[src/rtl/neuron_step_scheduler.sv]
// rtl/neuron_step_scheduler.sv - sequences one updateNeuron engine over neurons and timesteps
module neuron_step_scheduler #(
  parameter int N_NEURON = 18,
  parameter int STEP_W   = 16,
  parameter int TIMEOUT  = 32
) (
  input  logic                clk,
  input  logic                reset,
  input  logic                i_start,
  input  logic                i_init_req,
  input  logic                i_learn,
  input  logic [STEP_W-1:0]   i_num_steps,
  output logic                o_cur_req,
  output logic [4:0]          o_cur_idx,
  input  logic                i_cur_valid,
  input  logic [24:0]         i_exc_cur,
  input  logic [24:0]         i_inh_cur,
  output logic                o_run,
  output logic                o_init,
  output logic                o_s_lern,
  output logic                o_s_infr,
  output logic [24:0]         o_exc_current,
  output logic [24:0]         o_inh_current,
  input  logic                i_spike,
  input  logic                i_valid,
  input  logic [4:0]          i_neuron_idx,
  output logic                o_busy,
  output logic [N_NEURON-1:0] o_spike_vec,
  output logic                o_step_valid,
  output logic [STEP_W-1:0]   o_step_cnt,
  output logic                o_done,
  output logic                o_err
);

  localparam int CNT_W = 8;

  typedef enum logic [2:0] {
    S_IDLE, S_INIT, S_INIT_WAIT, S_REQ, S_RUN, S_WAIT, S_STEP_END, S_DONE
  } state_t;

  state_t              state, state_nx;
  logic [4:0]          idx;
  logic                learn_r;
  logic [STEP_W-1:0]   steps_r;
  logic [STEP_W-1:0]   step_cnt;
  logic [CNT_W-1:0]    cnt;
  logic [24:0]         exc_r, inh_r;
  logic [N_NEURON-1:0] shadow;
  logic [N_NEURON-1:0] spike_vec;
  logic                err;
  logic                step_valid;

  logic last_idx, timeout_hit, step_last, neuron_done;
  assign last_idx    = (idx == 5'(N_NEURON - 1));
  assign timeout_hit = (cnt == CNT_W'(TIMEOUT - 1));
  assign step_last   = ((step_cnt + STEP_W'(1)) == steps_r);
  assign neuron_done = i_valid || timeout_hit;

  always_ff @(posedge clk or posedge reset) begin
    if (reset) state <= S_IDLE;
    else       state <= state_nx;
  end

  always_comb begin
    state_nx  = state;
    o_init    = 1'b0;
    o_run     = 1'b0;
    o_cur_req = 1'b0;
    o_done    = 1'b0;
    case (state)
      S_IDLE: begin
        if (i_start) begin
          if (i_init_req)              state_nx = S_INIT;
          else if (i_num_steps == '0)  state_nx = S_DONE;
          else                         state_nx = S_REQ;
        end
      end
      S_INIT: begin
        o_init   = 1'b1;
        state_nx = S_INIT_WAIT;
      end
      // engine sweeps every neuron once, then needs one idle cycle
      S_INIT_WAIT: begin
        if (cnt == CNT_W'(N_NEURON))
          state_nx = (steps_r == '0) ? S_DONE : S_REQ;
      end
      S_REQ: begin
        o_cur_req = 1'b1;
        if (i_cur_valid) state_nx = S_RUN;
      end
      S_RUN: begin
        o_run    = 1'b1;
        state_nx = S_WAIT;
      end
      S_WAIT: begin
        if (neuron_done) state_nx = last_idx ? S_STEP_END : S_REQ;
      end
      S_STEP_END: state_nx = step_last ? S_DONE : S_REQ;
      S_DONE: begin
        o_done   = 1'b1;
        state_nx = S_IDLE;
      end
      default: state_nx = S_IDLE;
    endcase
  end

  always_ff @(posedge clk or posedge reset) begin
    if (reset) begin
      idx        <= '0;
      learn_r    <= 1'b0;
      steps_r    <= '0;
      step_cnt   <= '0;
      cnt        <= '0;
      exc_r      <= '0;
      inh_r      <= '0;
      shadow     <= '0;
      spike_vec  <= '0;
      err        <= 1'b0;
      step_valid <= 1'b0;
    end else begin
      step_valid <= 1'b0;
      case (state)
        S_IDLE: begin
          if (i_start) begin
            learn_r   <= i_learn;
            steps_r   <= i_num_steps;
            err       <= 1'b0;
            step_cnt  <= '0;
            spike_vec <= '0;
            shadow    <= '0;
            idx       <= '0;
            cnt       <= '0;
          end
        end
        S_INIT:      cnt <= '0;
        S_INIT_WAIT: cnt <= cnt + CNT_W'(1);
        S_REQ: begin
          if (i_cur_valid) begin
            exc_r <= i_exc_cur;
            inh_r <= i_inh_cur;
          end
        end
        S_RUN: cnt <= '0;
        S_WAIT: begin
          cnt <= cnt + CNT_W'(1);
          // a timed-out neuron leaves its shadow bit at the cleared value 0
          if (i_valid) begin
            shadow[idx] <= i_spike;
            if (i_neuron_idx != idx) err <= 1'b1;
          end else if (timeout_hit) begin
            err <= 1'b1;
          end
          if (neuron_done) idx <= last_idx ? 5'd0 : idx + 5'd1;
        end
        S_STEP_END: begin
          spike_vec  <= shadow;
          shadow     <= '0;
          step_valid <= 1'b1;
          step_cnt   <= step_cnt + STEP_W'(1);
          idx        <= '0;
        end
        default: ;
      endcase
    end
  end

  assign o_busy        = (state != S_IDLE) && (state != S_DONE);
  assign o_s_lern      = o_busy && learn_r;
  assign o_s_infr      = o_busy && !learn_r;
  assign o_cur_idx     = idx;
  assign o_exc_current = exc_r;
  assign o_inh_current = inh_r;
  assign o_spike_vec   = spike_vec;
  assign o_step_valid  = step_valid;
  assign o_step_cnt    = step_cnt;
  assign o_err         = err;

endmodule

[config.mk]
export PLATFORM = sky130hd
export DESIGN_NAME = neuron_step_scheduler
export DESIGN_NICKNAME = d
export VERILOG_FILES = /design/src/rtl/neuron_step_scheduler.sv
export SDC_FILE = /design/constraint.sdc
export NUM_CORES = 1
export LEC_CHECK = 0
export CAP_MARGIN = 30
export CORE_AREA = 2 2 120 122
export DETAILED_ROUTE_END_ITERATION = 7
export DIE_AREA = 0 0 122 124
export PLACE_DENSITY_LB_ADDON = 0.08
export SLEW_MARGIN = 20
export SYNTH_ARGS = -nofsm -noshare
export SYNTH_HDL_FRONTEND = slang
export SYNTH_SLANG_ARGS = --single-unit
[constraint.sdc]
create_clock -name clk -period 6.1 [get_ports clk]
set_input_delay 1.22 -clock clk [delete_from_list [all_inputs] [get_ports clk]]
set_output_delay 1.22 -clock clk [all_outputs]
set_load 0.02 [all_outputs]
==> results summary <==
The run finished with clean final reports. The floorplan die area is 15100 sq um. The post-synthesis net count is roughly 750.

The total count of max-transition violations in the final report is 0. The register clock-pin slew on the reported worst setup and hold paths came out at 0.06 ns. STA classifies the critical path endpoint as an output pin. The worst setup path is launched from a register. The first-iteration detailed-routing DRC count came out at between 300 and 400. Setup repair after global routing left no endpoint under its margin.

The clock buffer count from CTS is 17. Measured along the y axis, the die boundary spans between 100 and 150 um. The detailed-route wire length on metal 1 came out at roughly 7400 um. The most used flip-flop cell after synthesis is sky130_fd_sc_hd__dfrtp_1.

The post-CTS setup-driven buffer insertion count is 0. The leakage power came out at ~4.0 nW. The final worst clock skew came out at just over 0.006 ns. In this run the worst hold path is classified as register to register.

After synthesis, the cell types taking the most area are sky130_fd_sc_hd__dfrtp_1 51%, sky130_fd_sc_hd__mux2_2 7.4%, sky130_fd_sc_hd__nand2_1 7.4%. The maximum clock path buffer count is 2. The remaining number of nets flagged by the antenna check after routing is 0. The post-detailed-route DRC marker count came out at 0.

The number of antenna repair diodes came out at 0. The area inside the core boundary is 13700 sq um. The commonest cells after synthesis are 137 x sky130_fd_sc_hd__dfrtp_1, 131 x sky130_fd_sc_hd__nand2_1, 44 x sky130_fd_sc_hd__mux2_2.

The overall track demand over capacity in global routing came out at between 20% and 30%. In this run the biggest area consumer among cell types represents 51.3% of the synthesized area. The achievable clock frequency came out at 271 MHz. The power per standard cell area came out at between 400 and 500 nW/um^2. Setup violations remaining at the end of the flow were counted as 0.

The proportion of register bits with asynchronous set or reset after synthesis came out at 100%. Measured on the finished design, the core utilization comes to between 60% and 70%. TritonCTS built the clock tree. The detailed-routing iteration count for the pre-antenna-repair pass came out at 4. The total overflow left after global routing is 0. The number of vias in the routed layout came out at 5582. The highest ir drop seen on vdd came out at between 0.2 and 0.3 mV. The number of buffers added on ports came out at 176. Dividing the detail-routed via count by the number of cells gives about 5.5. The share of cells above drive strength 1 is between 10% and 20%. The total area of sequential cells is between 3000 and 4000 sq um. The sum of met3 wire segment lengths after detailed routing came out at 897 um. The area of combinational cells with multiple inputs is 3050 sq um. The mean area per synthesized cell is 10.1 sq um. The synthesized netlist cell count is approximately 660. The critical path is of the register to output pin type.

The via count of the first global-routing pass came out at around 5700. The half-perimeter wire length after detailed placement is about 13000 um. The number of antenna violations at the first check in global routing is 0. Data arrives at the worst endpoint at around 2.5 ns. The pin slew with the least headroom to its limit came out at 0.856 ns. The clock reaches the later pin of the worst-skew pair after ~0.42 ns. The clock drives between 100 and 150 sinks.

Pin placement for this block handled around 180 I/O pins. The timing startpoint of the critical path is state[2]. The number of warnings printed during yosys synthesis is 0.

Once the floorplan was initialized, standard cells occupied 48.7% of the core. The clock period minus final worst setup slack is about 3.7 ns. The hold path startpoint is shadow[16].

The post-cts resize count is 0. The row count came out at 43. The worst path required time is slightly below 5 ns. The first global-routing pass estimated 28800 um of wire.

Summed over all nets, the switching power comes to approximately 1.5 mW. The routed wire length came out at 17900 um. The startpoint identified for the worst register-to-register timing path is state[2]. The sequential element share of the synthesized area came out at approximately half.

The total of hold buffers inserted after clock tree synthesis came out at 0. The register share of total power came out at between 30% and 40%. The fraction of power consumed by the clock network is 23.1%. The worst slew slack as a fraction of its limit is ~43%. Summed over all instances, the cell type with the most area after synthesis is sky130_fd_sc_hd__dfrtp_1. After detailed routing, the average wire length per cell comes to 17.6 um.

The number of maximum-capacitance constraint violations came out at 0. The largest fanout on the critical path is 13. In the detailed route, the total length drawn on met2 is 9260 um. Dividing the final minimum period by the clock period gives approximately three fifths.

In this run switching power makes up 36.5% of total power. The area overhead of the layout relative to synthesis came out at 35.5%. For the final routed database, the setup TNS stands at 0 ns. The cell chosen for the clock root is sky130_fd_sc_hd__clkbuf_16. The count of nets after finishing is 913. The internal power came out at approximately 2.6 mW. The number of hold violations in the final report is 0.

CTS built an H-tree with a depth of 4. The congestion estimate from routability-driven global placement came to about 0.85. After synthesis the netlist holds a flip-flop and latch count of about 140. The highest layer touched by signal routing is met4.

The die is ~120 um wide. The combinational cell fraction of total power is a little over two fifths. The number of distinct library cell variants in the gate-level netlist after synthesis is 63. The pin count of the biggest net entering global routing is 57. In the post-synthesis netlist, the cell with the most instances is sky130_fd_sc_hd__dfrtp_1. Summing every instance area after synthesis gives ~6700 sq um. The number of filler cells placed in the layout is 1124. The number of enable-type register cells in the synthesized netlist came out at 0.
[cell families (layout without fill, tap and decap cells)]
kind of cell / count (synthesis) / count (layout) / share of synthesized area [%]
compound gates: 128 / 128 / 11.7
xor+xnor: 29 / 29 / 3.80
fa+ha+maj: 7 / 7 / 1.31
flops: 137 / 137 / 51.3
buf+inv: 44 / 219 / 3.18
simple gates: 263 / 263 / 19.7
mux: 54 / 54 / 9.02
[metrics by stage]
step           instances  hold slack [ns]  power (mW)  area [sq um]  worst slack, ns
2_1_floorplan        662            0.432        2.42          6690             1.21
3_3_place_gp         988            0.449        3.08          8530             2.79
3_5_place_dp         988            0.460        3.12          8540             2.75
4_1_cts             1017            0.473        4.07          9060             2.39
5_1_grt             1017            0.513        4.27          9060             2.28
6_report            1017            0.467        4.04          9060             2.41
[power groups by stage]
stage,Sequential (mW),Clock [mW],Combinational [mW]
4_1_cts,1.43,0.952,1.70
6_report,1.43,0.933,1.68
5_1_grt,1.47,0.990,1.81
3_5_place_dp,1.44,0,1.68
2_1_floorplan,1.61,0,0.818
3_3_place_gp,1.42,0,1.66
[critical path: stages, from the launching register on]
cell	delay, ns
sky130_fd_sc_hd__dfrtp_1	0.56
sky130_fd_sc_hd__nor3_2	0.64
sky130_fd_sc_hd__nor2_1	0.14
sky130_fd_sc_hd__and2_1	0.18
sky130_fd_sc_hd__clkdlybuf4s50_1	0.53
[layer usage]
| layer | vias up | global-route usage [%] |
|---|---|---|
| met5 | - | 0 |
| met3 | 32 | 6.46 |
| met4 | 0 | 10.7 |
| met1 | 2755 | 30.4 |
| li1 | 2633 | - |
| met2 | 162 | 41.0 |
[cell type report]
class	instances	area share, %
multi-input cells	481	33.7
well taps	180	2.49
flip-flops and latches	137	37.8
clock inverters	3	0.470
clock buffers	26	5.29
inverters	10	0.442
repair buffers	180	19.8
[final timing paths]
check | endpoint | slack (ns) | depth (start not counted)
worst max-delay path | o_s_lern | 2.41 | 4
worst min-delay path | o_spike_vec[16] | 0.47 | 2
worst max register to register | shadow[1] | 3.19 | 6
worst min register to register | o_spike_vec[16] | 0.47 | 2
max in group asynchronous | o_exc_current[17] | 3.72 | 3
min in group asynchronous | o_inh_current[17] | 1.27 | 2
[registers in the layout, summed over array words and instances, names as in the netlist]
| signal | cells |
|---|---|
| o_exc_current | 25 |
| o_inh_current | 25 |
| o_spike_vec | 18 |
| shadow | 18 |
| o_step_cnt | 16 |
| steps_r | 16 |
| cnt | 8 |
| o_cur_idx | 5 |
| state | 3 |
| learn_r | 1 |
| o_err | 1 |
| o_step_valid | 1 |
[cells in the final DEF, fill, tap and decap left out, types with 9 or more instances in the layout]
cell,instances
sky130_fd_sc_hd__clkdlybuf4s50_1,176
sky130_fd_sc_hd__clkbuf_16,17
sky130_fd_sc_hd__xnor2_1,14
sky130_fd_sc_hd__nor4_1,9
sky130_fd_sc_hd__dfrtp_1,137
sky130_fd_sc_hd__nand3_1,34
sky130_fd_sc_hd__o21ai_1,43
sky130_fd_sc_hd__nor2_1,28
sky130_fd_sc_hd__xor2_1,15
sky130_fd_sc_hd__nand2_1,130
sky130_fd_sc_hd__mux2_2,44
sky130_fd_sc_hd__a21oi_1,24
sky130_fd_sc_hd__o21ai_0,30
(Power assumes the default switching activity.)
